$ cat src/rtl/pwm_fader_pkg.sv
// Shared definitions for the pwm_fader block: channel mode encoding and
// the PWM period helper.
package pwm_fader_pkg;

  typedef enum logic [1:0] {
    MODE_OFF     = 2'd0,
    MODE_STATIC  = 2'd1,
    MODE_BREATHE = 2'd2,
    MODE_RAMP    = 2'd3
  } mode_e;

  // PWM period length in cycles for a given counter width.
  function automatic int maxv(input int w);
    return (1 << w) - 1;
  endfunction

endpackage

$ cat src/rtl/pwm_fader_chan.sv
// One PWM channel: pending (write) and active settings, fade level and
// direction, and the duty compare against the shared period counter.
//   clk, rst      clock, synchronous active-high reset
//   wr            write strobe for this channel (pending <= mode/limit)
//   mode, limit   write data
//   boundary      last cycle of the period; active settings update here
//   step          boundary with a pending fade tick; fade engine advances
//   cnt           shared period counter
//   pwm_on        combinational on/off for this cycle (top registers it)
module pwm_fader_chan import pwm_fader_pkg::*; #(
  parameter int WIDTH = 8
) (
  input  logic             clk,
  input  logic             rst,
  input  logic             wr,
  input  logic [1:0]       mode,
  input  logic [WIDTH-1:0] limit,
  input  logic             boundary,
  input  logic             step,
  input  logic [WIDTH-1:0] cnt,
  output logic             pwm_on
);

  mode_e            pend_mode, act_mode, nxt_mode;
  logic [WIDTH-1:0] pend_limit, act_limit, nxt_limit;
  logic [WIDTH-1:0] level, a_level, s_level, duty;
  logic             dir_down, a_down, s_down;

  always_comb begin
    // A write in the boundary cycle itself must land in this update.
    nxt_mode  = wr ? mode_e'(mode) : pend_mode;
    nxt_limit = wr ? limit : pend_limit;

    // Apply settings first.
    a_level = level;
    a_down  = dir_down;
    if (nxt_mode == MODE_OFF || nxt_mode == MODE_STATIC) begin
      a_level = '0;
      a_down  = 1'b0;
    end else if (nxt_mode != act_mode) begin
      a_level = '0;
      a_down  = 1'b0;
    end else if (nxt_limit < level) begin
      a_level = nxt_limit;
      a_down  = (nxt_mode == MODE_BREATHE);
    end

    // Then step using the freshly applied limit and level.
    s_level = a_level;
    s_down  = a_down;
    if (step) begin
      if (nxt_mode == MODE_BREATHE) begin
        if (!a_down && a_level < nxt_limit) begin
          s_level = a_level + 1'b1;
          s_down  = ((a_level + 1'b1) == nxt_limit);
        end else if (a_level != '0) begin
          // Falling edge of the triangle (or turnaround at the peak).
          s_level = a_level - 1'b1;
          s_down  = (a_level != WIDTH'(1));
        end else begin
          s_down  = 1'b0;
        end
      end else if (nxt_mode == MODE_RAMP) begin
        if (a_level < nxt_limit) s_level = a_level + 1'b1;
      end
    end
  end

  assign duty   = (act_mode == MODE_STATIC) ? act_limit : level;
  assign pwm_on = (act_mode != MODE_OFF) && (cnt < duty);

  always_ff @(posedge clk) begin
    if (rst) begin
      pend_mode  <= MODE_OFF;
      pend_limit <= '0;
      act_mode   <= MODE_OFF;
      act_limit  <= '0;
      level      <= '0;
      dir_down   <= 1'b0;
    end else begin
      if (wr) begin
        pend_mode  <= mode_e'(mode);
        pend_limit <= limit;
      end
      if (boundary) begin
        act_mode  <= nxt_mode;
        act_limit <= nxt_limit;
        level     <= s_level;
        dir_down  <= s_down;
      end
    end
  end

endmodule

$ cat src/rtl/pwm_fader.sv
// Multi-channel PWM LED driver with per-channel OFF/STATIC/BREATHE/RAMP
// fade engine. Settings are double-buffered and take effect only at period
// boundaries so outputs never glitch mid-period.
//   clk, rst      clock, synchronous active-high reset
//   wr_en         one-cycle write strobe
//   wr_chan       target channel (values >= CHANNELS are ignored)
//   wr_mode       0 OFF, 1 STATIC, 2 BREATHE, 3 RAMP
//   wr_limit      STATIC duty / BREATHE,RAMP peak
//   fade_div      fade step interval in cycles minus one (sampled live)
//   pwm_out       registered PWM outputs, inverted when ACTIVE_LOW
//   period_start  registered pulse in the first cycle of each period
module pwm_fader import pwm_fader_pkg::*; #(
  parameter int CHANNELS   = 3,
  parameter int WIDTH      = 8,
  parameter int DIV_W      = 18,
  parameter int ACTIVE_LOW = 1,
  localparam int CH_W      = (CHANNELS > 1) ? $clog2(CHANNELS) : 1
) (
  input  logic                clk,
  input  logic                rst,
  input  logic                wr_en,
  input  logic [CH_W-1:0]     wr_chan,
  input  logic [1:0]          wr_mode,
  input  logic [WIDTH-1:0]    wr_limit,
  input  logic [DIV_W-1:0]    fade_div,
  output logic [CHANNELS-1:0] pwm_out,
  output logic                period_start
);

  localparam logic [WIDTH-1:0] LAST = WIDTH'(maxv(WIDTH) - 1);

  logic [WIDTH-1:0]    cnt;
  logic [DIV_W-1:0]    prescaler;
  logic                tick, boundary, step;
  logic [CHANNELS-1:0] wr_sel, on;

  assign boundary = (cnt == LAST);
  assign step     = boundary && tick;

  always_comb begin
    wr_sel = '0;
    for (int i = 0; i < CHANNELS; i++)
      wr_sel[i] = wr_en && (wr_chan == CH_W'(i));
  end

  always_ff @(posedge clk) begin
    if (rst) begin
      cnt          <= '0;
      prescaler    <= '0;
      tick         <= 1'b0;
      period_start <= 1'b0;
      pwm_out      <= (ACTIVE_LOW != 0) ? '1 : '0;
    end else begin
      cnt <= boundary ? '0 : cnt + 1'b1;
      // '>=' keeps the prescaler sane if fade_div is lowered on the fly.
      // A wrap landing on the consuming boundary re-arms the tick.
      if (prescaler >= fade_div) begin
        prescaler <= '0;
        tick      <= 1'b1;
      end else begin
        prescaler <= prescaler + 1'b1;
        if (boundary) tick <= 1'b0;
      end
      period_start <= (cnt == '0);
      pwm_out      <= (ACTIVE_LOW != 0) ? ~on : on;
    end
  end

  for (genvar i = 0; i < CHANNELS; i++) begin : g_chan
    pwm_fader_chan #(.WIDTH(WIDTH)) u_chan (
      .clk      (clk),
      .rst      (rst),
      .wr       (wr_sel[i]),
      .mode     (wr_mode),
      .limit    (wr_limit),
      .boundary (boundary),
      .step     (step),
      .cnt      (cnt),
      .pwm_on   (on[i])
    );
  end

endmodule
$ cat config.mk
export PLATFORM = sky130hd
export DESIGN_NAME = pwm_fader
export DESIGN_NICKNAME = d
export VERILOG_FILES = /design/src/rtl/pwm_fader_pkg.sv /design/src/rtl/pwm_fader_chan.sv /design/src/rtl/pwm_fader.sv
export SDC_FILE = /design/constraint.sdc
export NUM_CORES = 1
export LEC_CHECK = 0
export ABC_AREA = 1
export CELL_PAD_IN_SITES_DETAIL_PLACEMENT = 0
export CELL_PAD_IN_SITES_GLOBAL_PLACEMENT = 2
export CORE_MARGIN = 1
export CORE_UTILIZATION = 37
export DETAILED_ROUTE_END_ITERATION = 7
export GPL_TIMING_DRIVEN = 0
export PLACE_DENSITY_LB_ADDON = 0.2
export SLEW_MARGIN = 25
export SYNTH_ARGS = -nofsm -noshare
export SYNTH_HDL_FRONTEND = slang
export SYNTH_SLANG_ARGS = --single-unit
$ cat constraint.sdc
create_clock -name clk -period 11.39 [get_ports clk]
set_input_delay 2.278 -clock clk [delete_from_list [all_inputs] [get_ports clk]]
set_output_delay 2.278 -clock clk [all_outputs]
set_load 0.005 [all_outputs]
# [Word-level counts from Yosys, hierarchy flattened]
# Cells that the tools add are included.
[word_totals] inputBits=33 output_inout_bits=4 reg_bits=118 wordCells=155
[op_classes] add_sub_neg=8 n_lt_le_gt_ge=10 n_eq_ne=24 bitwise=1 mux=59 n_reduce_logical=30
[op_table] cell="$mux 8" n=33
[op_table] cell="$lt 8x8->1" n=9
[op_table] cell="$add 8x1->8 const B" n=4
[op_table] cell="$eq 8x8->1" n=3
[op_table] cell="$ne 8x1->1 const B" n=3
[op_table] cell="$reduce_bool 8->1" n=3
[op_table] cell="$sub 8x1->8 const B" n=3
[op_table] cell="$mux 1" n=23
[op_table] cell="$add 18x1->18 const B" n=1
[op_table] cell="$ge 18x18->1" n=1
[op_table] cell="$eq 2x1->1 const B" n=7
[op_table] cell="$eq 2x2->1 const B" n=7
[op_table] cell="$logic_and 1x1->1" n=10
[op_table] cell="$eq 8x8->1 const B" n=1
[op_table] cell="$logic_not 2->1" n=4
[op_table] cell="$logic_not 8->1" n=1
[op_table] cell="$reduce_bool 2->1" n=4
[op_table] cell="$mux 2" n=3
[op_table] cell="$ne 2x2->1" n=3
[op_table] cell="$reduce_or 2->1" n=2
[op_table] cell="$logic_not 1->1" n=3
[op_table] cell="$logic_or 1x1->1" n=3
[op_table] cell="$not 3->3" n=1

# [Longest topological paths before layout]
[depth] ltp_word=12 mapped_depth=33 mapped_depth_nobuf=32

# [By module]
# Synthesis repeated with hierarchy kept, for this count alone.
[hier_totals] hier_cells=1601 area_unflattened_um2=10253.6
[by_module_without_submodules] mod="pwm_fader_chan (g_chan[1].u_chan ...)" seq_area_each_um2=580.6 area_per_inst_um2=2751.4 n_inst=2 cells_each=451
[by_module_without_submodules] mod="pwm_fader_chan (g_chan[0].u_chan)" seq_area_each_um2=580.6 area_per_inst_um2=2762.6 n_inst=1 cells_each=426
[by_module_without_submodules] mod="pwm_fader" seq_area_each_um2=620.6 area_per_inst_um2=1988.2 n_inst=1 cells_each=273

# [Worst setup path before layout]
# No wires, ideal clock.
[synth_path] path_type="input to register" start="in wr_en" end="reg g_chan[0].u_chan.level[4]" n_path_buf=2 setup_slack_ps=5265 arrival_ps=6050 stages=24 path_cell_list="buf_2 > nand2_2 > buf_2 > o21ai_0 > ha_1 > a21oi_1 > nor2_1 > a211oi_2 > nand2_2 > nand2_1 > nand3_2 > inv_1 > ha_1 > a21oi_1 > o21ai_0 > a21oi_1 > o21bai_1 > a31oi_1 > nand2_1 > o21ai_0 > nand3_1 > o211ai_1 > a21oi_1 > o22ai_1"
[synth_between] elab_chain_len=11 elab_cells_between_ends=28
[synth_lines] item="from (decl)" line="pwm_fader.sv:21" rtl="input logic wr_en,"
[synth_lines] item="$logic_and 1x1->1 *" line="pwm_fader.sv:43" rtl="wr_sel[i] = wr_en && (wr_chan == CH_W'(i));"
[synth_lines] item="$mux 8 *" line="pwm_fader_chan.sv:32" rtl="nxt_limit = wr ? limit : pend_limit;"
[synth_lines] item="via g_chan[0].u_chan.nxt_limit[5]" line="pwm_fader_chan.sv:25" rtl="logic [WIDTH-1:0] pend_limit, act_limit, nxt_limit;"
[synth_lines] item="$lt 8x8->1" line="pwm_fader_chan.sv:43" rtl="end else if (nxt_limit < level) begin"
[synth_lines] item="$mux 8 or $mux 1 (tied branches)" line="pwm_fader_chan.sv:43"
[synth_lines] item="$mux 8 or $mux 1 (tied branches)" line="pwm_fader_chan.sv:40" rtl="end else if (nxt_mode != act_mode) begin"
[synth_lines] item="$mux 8 or $mux 1 (tied branches)" line="pwm_fader_chan.sv:37" rtl="if (nxt_mode == MODE_OFF || nxt_mode == MODE_STATIC) begin"
[synth_lines] item="$add 8x1->8, or another cell as far along" line="pwm_fader_chan.sv:54, pwm_fader_chan.sv:64"
[synth_lines] item="$mux 8, or another cell as far along" line="pwm_fader_chan.sv:64" rtl="if (a_level < nxt_limit) s_level = a_level + 1'b1;"
[synth_lines] item="$mux 8 (on tied branches)" line="pwm_fader_chan.sv:63, pwm_fader_chan.sv:53"
[synth_lines] item="$mux 8" line="pwm_fader_chan.sv:52" rtl="if (nxt_mode == MODE_BREATHE) begin"
[synth_lines] item="$mux 8 *" line="pwm_fader_chan.sv:51" rtl="if (step) begin"
[synth_lines] item="to (signal assigned)" line="pwm_fader_chan.sv:88" rtl="level <= s_level;"
[synth_lines] item="to (decl)" line="pwm_fader_chan.sv:26" rtl="logic [WIDTH-1:0] level, a_level, s_level, duty;"
# The timed path passes the listed nets; every way through them passes the cells marked *.
# A chain may end at the register's enable or synchronous reset.

# [Final worst setup path]
[layout_path] start="in wr_chan[1]" end="reg g_chan[1].u_chan.level[4]"
[layout_between] elab_chain_len=12 elab_cells_between_ends=29
[layout_lines] item="from (decl)" line="pwm_fader.sv:22" rtl="input logic [CH_W-1:0] wr_chan,"
[layout_lines] item="$eq 2x1->1 *" line="pwm_fader.sv:43"
[layout_lines] item="$logic_and 1x1->1 *" line="pwm_fader.sv:43"
[layout_lines] item="$mux 8 *"
[layout_lines] item="via g_chan[1].u_chan.nxt_limit[7]" line="pwm_fader_chan.sv:25"
[layout_lines] item="$lt 8x8->1" line="pwm_fader_chan.sv:43"
[layout_lines] item="$mux 8 or $mux 1 (tied branches)" line="pwm_fader_chan.sv:43"
[layout_lines] item="$mux 8 or $mux 1 (tied branches)" line="pwm_fader_chan.sv:40"
[layout_lines] item="$mux 8 or $mux 1 (tied branches)" line="pwm_fader_chan.sv:37"
[layout_lines] item="$add 8x1->8, or another cell as far along" line="pwm_fader_chan.sv:54, pwm_fader_chan.sv:64"
[layout_lines] item="$mux 8, or another cell as far along" line="pwm_fader_chan.sv:64"
[layout_lines] item="$mux 8 (on tied branches)" line="pwm_fader_chan.sv:63, pwm_fader_chan.sv:53"
[layout_lines] item="$mux 8" line="pwm_fader_chan.sv:52"
[layout_lines] item="$mux 8 *" line="pwm_fader_chan.sv:51"
[layout_lines] item="to (signal assigned)" line="pwm_fader_chan.sv:88"
[layout_lines] item="to (decl)" line="pwm_fader_chan.sv:26"
# Marked as above.

==> results.sh <==
export IMPL_outcome="complete, no violations"
export IMPL_grt_first_pass_wirelength_um=49020
export IMPL_synth_distinct_cells=43
export IMPL_end_kind="flop"
export IMPL_io_pins=37
export IMPL_cts_sinks=118
export IMPL_synthCells=1483
export IMPL_r2r_end="g_chan[0].u_chan.level[3]$_SDFFE_PP0P_"
export IMPL_clock_skew_ns=0.008889
export IMPL_reg2reg_from="g_chan[0].u_chan.pend_limit[5]$_SDFF_PP0_"
export IMPL_root_buffer="clkbuf_16"
export IMPL_hp_start="g_chan[0].u_chan.dir_down$_SDFFE_PP0P_"
export IMPL_synth_area_leaders="dfxtp_1 25%, nand2_1 15%, ha_1 13%, inv_1 8.7%, nand3_1 6.6%"
export IMPL_synth_edf_count=0
export IMPL_drv_cap=0
export IMPL_synthTopCellsByCount="373 x nand2_1, 219 x inv_1, 141 x nor2_1"
export IMPL_whs_endpoint="g_chan[0].u_chan.dir_down$_SDFFE_PP0P_"
export IMPL_finalCriticalPeriod_ns=7.673
export IMPL_firstDrtPassIters=5
export IMPL_synth_area_um2=9430
export IMPL_cts_tree="built"
export IMPL_power_density_nw_per_um2=104.1
export IMPL_final_core_util=0.4287
export IMPL_fillers=2754
export IMPL_clkTransAtPathRegs_ns=0.06
export IMPL_area_sequential_um2=2362
export IMPL_yosysTopAreaCellShare=0.2505
export IMPL_dp_hpwl_um=24930
export IMPL_drt_iter0_markers=631
export IMPL_hold_violations=0
export IMPL_fin_setup_tns_ns=0
export IMPL_grt_max_degree=17
export IMPL_yosys_warnings=0
export IMPL_antenna_found_initial=1
export IMPL_coreArea_um2=25110
export IMPL_synth_most_common_cell="nand2_1"
export IMPL_post_cts_buffers=0
export IMPL_syn_nets=1616
export IMPL_initial_core_util=0.3756
export IMPL_path_class="input pin to flop"
export IMPL_insertedDiodeCount=0
export IMPL_cts_resized=0
export IMPL_worstSkewPairLatency_ns=0.42
export IMPL_reg2reg_slack_ns=6.63
export IMPL_tightest_slew_ns=0.8845
export IMPL_synth_top_area_cell="dfxtp_1"
export IMPL_ys_seq_area_frac=0.2505
export IMPL_grt_pass1_vias=8613
export IMPL_max_slew_margin=0.4103
export IMPL_rr_worst_depth=22
export IMPL_total_power_mw=1.120
export IMPL_final_max_slew_violation_count=0
export IMPL_path_max_fanout=10
export IMPL_holdBufCountCts=0
export IMPL_ant_nets=0
export IMPL_holdPathStages=2
export IMPL_drcViolationCount=0
export IMPL_routedWlPerCell_um=16.89
export IMPL_worstPathArrival_ns=8.02
export IMPL_die_w_um=161.6
export IMPL_gp_congestion=0.8634
export IMPL_place_port_buffers=34
export IMPL_critical_path_required_ns=11.74
export IMPL_hold_path_class="flop to flop"
export IMPL_max_freq_mhz=130.3
export IMPL_grt_setup_unrepaired="no"
export IMPL_globalRouteTotalUtil=0.2473
export IMPL_dieArea_um2=26130
export IMPL_die_y_um=161.6
export IMPL_finalSetupViolations=0
export IMPL_ys_ff_latch=118
export IMPL_power_leakage_nw=4.801
export IMPL_vias=9626
export IMPL_synth_avg_cell_area_um2=6.359
export IMPL_ir_drop_mv=0.09445
export IMPL_startpoint_type="input pin"
export IMPL_cts_made_buffers=17
export IMPL_drive_above_1_share=0.05294
export IMPL_min_period_over_period=0.6737
export IMPL_ctsLongestPathBuffers=2
export IMPL_viasPerCell=5.123
export IMPL_async_reset_ff_frac=0
export IMPL_rows=58
export IMPL_synthToLayoutAreaGrowth_pct=14.14
export IMPL_final_nets=1669
export IMPL_multi_input_area_um2=6082
export IMPL_synth_top_flop_cell="dfxtp_1"
export IMPL_drt_wl_total_um=31730
export IMPL_h_tree_depth=4
export IMPL_gr_total_overflow=0
==> cell usage in the layout (no fill, tap or decap), types with 7 or more instances in the layout <==
| master | count |
|---|---|
| ha_1 | 100 |
| nand2_1 | 373 |
| o21ai_1 | 9 |
| nor3_1 | 7 |
| nor2_2 | 8 |
| clkbuf_1 | 27 |
| nor2_1 | 141 |
| clkdlybuf4s50_1 | 34 |
| nand3_2 | 10 |
| a21oi_1 | 91 |
| o21ai_0 | 97 |
| nor3b_1 | 7 |
| nand4_1 | 18 |
| a31oi_1 | 10 |
| dfxtp_1 | 118 |
| nand3_1 | 124 |
| inv_1 | 219 |
| o22ai_1 | 33 |
| o211ai_1 | 14 |
| xor2_1 | 21 |
| clkbuf_16 | 17 |
==> flip-flops by register name, indices dropped and copies added, names as in the netlist <==
name                      count
pwm_out                       3
g_chan.u_chan.pend_limit     24
cnt                           8
g_chan.u_chan.pend_mode       6
g_chan.u_chan.dir_down        3
tick                          1
prescaler                    18
g_chan.u_chan.level          24
period_start                  1
g_chan.u_chan.act_limit      24
g_chan.u_chan.act_mode        6
==> how the worst max path moves through the flow <==
stage | from | slack, ns | endpoint
after detailed placement | wr_chan[1] | 3.34 | g_chan[0].u_chan.level[3]$_SDFFE_PP0P_
after global routing | wr_chan[1] | 3.22 | g_chan[1].u_chan.level[4]$_SDFFE_PP0P_
after global placement | wr_chan[1] | 3.29 | g_chan[0].u_chan.level[3]$_SDFFE_PP0P_
after CTS | wr_chan[1] | 3.75 | g_chan[0].u_chan.level[3]$_SDFFE_PP0P_
final | wr_chan[1] | 3.72 | g_chan[1].u_chan.level[4]$_SDFFE_PP0P_
after floorplan | wr_en | 5.27 | g_chan[0].u_chan.level[4]$_SDFFE_PP0P_
==> logic make-up after synthesis <==
kind of cell,after synthesis,synth area share
adders and majority gates,100,0.1327
DFF,118,0.2505
xor gates and xnor gates,25,0.02468
buffers and inverters,260,0.1051
and+or+nand+nor,704,0.3225
AOI/OAI and AO/OA,276,0.1645
==> routing by layer <==
| metal | track usage | vias to the layer above | wire length, µm |
|---|---|---|---|
| li1 | - | 4972 | - |
| met1 | 0.3377 | 4408 | 15470 |
| met2 | 0.4022 | 218 | 14140 |
| met3 | 0.04135 | 28 | 1628 |
| met4 | 0.06175 | 0 | 495 |
| met5 | 0 | - | 0 |
==> through the flow <==
stage	worst slack [ns]	hold slack [ns]	std cells	instance area, µm²
final	3.717	0.4542	1879	10760
after CTS	3.749	0.4543	1879	10760
after detailed placement	3.341	0.4418	1847	10190
after floorplan	5.265	0.4258	1483	9430
after global placement	3.289	0.4396	1847	10180
after global routing	3.223	0.4607	1879	10760
==> critical path, cell delays in order <==
cell	delay (ns)
clkdlybuf4s50_1	0.51
inv_1	0.13
nand3_2	0.22
buf_2	0.27
o21ai_0	0.58
ha_1	0.39
nand2_1	0.08
nor2_1	0.04
a211oi_1	0.34
clkbuf_1	0.41
a21oi_1	0.15
nor2_2	0.37
inv_1	0.23
ha_1	0.23
nor2_1	0.10
o211ai_1	0.08
nand2_1	0.07
nand4_1	0.07
o211ai_1	0.09
inv_1	0.11
nand2_1	0.28
inv_1	0.16
nor2_2	0.28
o21ai_0	0.19
o21ai_0	0.11
nand2_1	0.08
a21oi_1	0.14
==> power by group <==
part / internal [mW] / switching [mW]
registers: 0.419 / 0.00387
clock network: 0.326 / 0.202
logic: 0.0549 / 0.115
==> area by class of cell <==
| class | instances | area share |
|---|---|---|
| buffer | 34 | 0.01325 |
| clock buffer | 19 | 0.04115 |
| clock inverter | 13 | 0.01232 |
| inverter | 226 | 0.07881 |
| multi-input combinational | 1105 | 0.5650 |
| sequential | 118 | 0.2195 |
| tap | 330 | 0.03836 |
| timing repair buffer | 34 | 0.03162 |
No activity file was read; power rests on OpenSTA's default activity.
==> RTL edit, RTL diff (config.mk and constraints unchanged) <==
The parameter `DIV_W` goes from 18 to 36.
--- a/src/rtl/pwm_fader.sv
+++ b/src/rtl/pwm_fader.sv
@@ -12,7 +12,7 @@
 module pwm_fader import pwm_fader_pkg::*; #(
   parameter int CHANNELS   = 3,
   parameter int WIDTH      = 8,
-  parameter int DIV_W      = 18,
+  parameter int DIV_W      = 36,
   parameter int ACTIVE_LOW = 1,
   localparam int CH_W      = (CHANNELS > 1) ? $clog2(CHANNELS) : 1
 ) (
Ports: changed (resized fade_div); port bits go from 37 to 55. No check against the original RTL was run, so the function may have changed too.
==> RTL edit against the original RTL <==
Routed wire length is 15% higher. Area after synthesis rose by 17%. Cell area rose by 17%. Register-to-register slack gained 0.19 ns. Synthesized cell count is 15% higher. Highest routed layer unchanged. Combinational power is 14% higher. Total power increased by 7.9%. Sequential cell count is 18 higher. Largest cell class unchanged. Die area increased by 17%. Count of clock-buffer cells in the layout up 1. Cell count up 15%. Setup slack better by 0.20 ns.
==> RTL edit: results (changes against the original RTL) <==
Outcome
  – Status: completed (unchanged)

Yosys
  – Cell variety after synth: 51 (was 43)
  – Gate Count Post-Synth: 1,702 (was 1,483)
  – Seq/Total Area, Yosys: 24.7% (was 25.0%)
  – Area contributors post-synth: dfxtp_1 25%, nand2_1 14%, ha_1 13% (was dfxtp_1 25%, nand2_1 15%, ha_1 13%)
  – XOR/XNOR share of the synthesized area: 2.99% (was 2.47%)

Power and ir drop
  – Peak VDD IR: 0.108 mV (was 0.0945 mV)
  – Combinational power: 194 uW (was 170 uW)
  – Switching Share: 29.5% (was 28.6%)
  – Leak pwr: 0.00564 uW (was 0.00480 uW)
  – Reg power frac: 40.2% (was 37.7%)

Global routing
  – Met1 global-route usage: 32.7% (was 33.8%)
  – Grt met3 use: 3.00% (was 4.13%)
  – Vias in the first global route: 10,800 (was 8,613)

Detailed routing
  – Via/cell ratio: 5.12 (about the same)
  – WL met1: 17.5 mm (was 15.5 mm)
  – Met2 Wirelength: 16.4 mm (was 14.1 mm)

Worst setup path
  – Worst reg2reg path startpoint: g_chan[1].u_chan.pend_limit[5]$_SDFF_PP0_ (was g_chan[0].u_chan.pend_limit[5]$_SDFF_PP0_)
  – Critical Path Source: wr_chan[0] (was wr_chan[1])
  – WP data arrival: 7.78 ns (was 8.02 ns)

Cells and area
  – Layout Cells excl Fill: 2,169 (was 1,879)
  – Fill cells: 3,184 (was 2,754)
  – Layout cells sized above 1: 5.32% (was 5.29%)
  – Nets: 1,942 (was 1,669)

Placement
  – Detailed placement HPWL: 28.6 mm (was 24.9 mm)
  – Placed Cells incl. Taps: 2,138 (was 1,847)
  – Placed Instance Area: 0.0120 sq mm (was 0.0102 sq mm)
  – Port bufs: 52 (was 34)

Worst hold path
  – Hold EP: prescaler[0]$_SDFF_PP0_ (was g_chan[0].u_chan.dir_down$_SDFFE_PP0P_)
  – Hold Path Depth: 1 (was 2)
-- RTL edit: cell types whose count changed in the layout (fill, tap and decap cells not counted), moves of 5 or more --
cell / change
dfxtp_1: +18
inv_1: +37
xor2_1: +8
ha_1: +18
o22ai_1: -10
o21ai_1: +10
nor3_1: +16
a31oi_1: +5
nor2_1: +27
nand4_1: +14
nor4_1: +9
nand2_1: +36
clkdlybuf4s50_1: +18
-- RTL edit: cell type report --
type                            count  area share (%)
Buffer                             35            1.33
Multi-Input combinational cell   1267            56.8
Tap cell                          384            3.83
Timing Repair Buffer               52            4.14
Clock buffer                       20            3.56
Clock inverter                     11           0.797
Sequential cell                   136            21.7
Inverter                          264            7.89
-- RTL edit: through the flow --
step	total power [uW]	hold slack (ns)
final	1210	0.450
after global routing	1260	0.481
after CTS	1220	0.452
after detailed placement	690	0.439
after global placement	688	0.428
after floorplan	625	0.417
-- RTL edit: how the worst max path moves through the flow --
stage / to / slack, ns / depth (start not counted)
5_1_grt: g_chan[2].u_chan.dir_down$_SDFFE_PP0P_ / 3.42 / 30
3_3_place_gp: g_chan[2].u_chan.level[0]$_SDFFE_PP0P_ / 3.51 / 27
6_report: g_chan[2].u_chan.level[0]$_SDFFE_PP0P_ / 3.92 / 27
2_1_floorplan: g_chan[1].u_chan.level[7]$_SDFFE_PP0P_ / 5.36 / 28
3_5_place_dp: g_chan[2].u_chan.level[0]$_SDFFE_PP0P_ / 3.51 / 27
4_1_cts: g_chan[2].u_chan.level[0]$_SDFFE_PP0P_ / 3.92 / 27
-- RTL edit: worst max-delay path: cells and delay by family --
kind                       cells  cell delay, ns
and+or+nand+nor               13            1.52
AOI/OAI and AO/OA              5            1.48
adders and majority gates      2            0.68
buffers and inverters          7            1.79
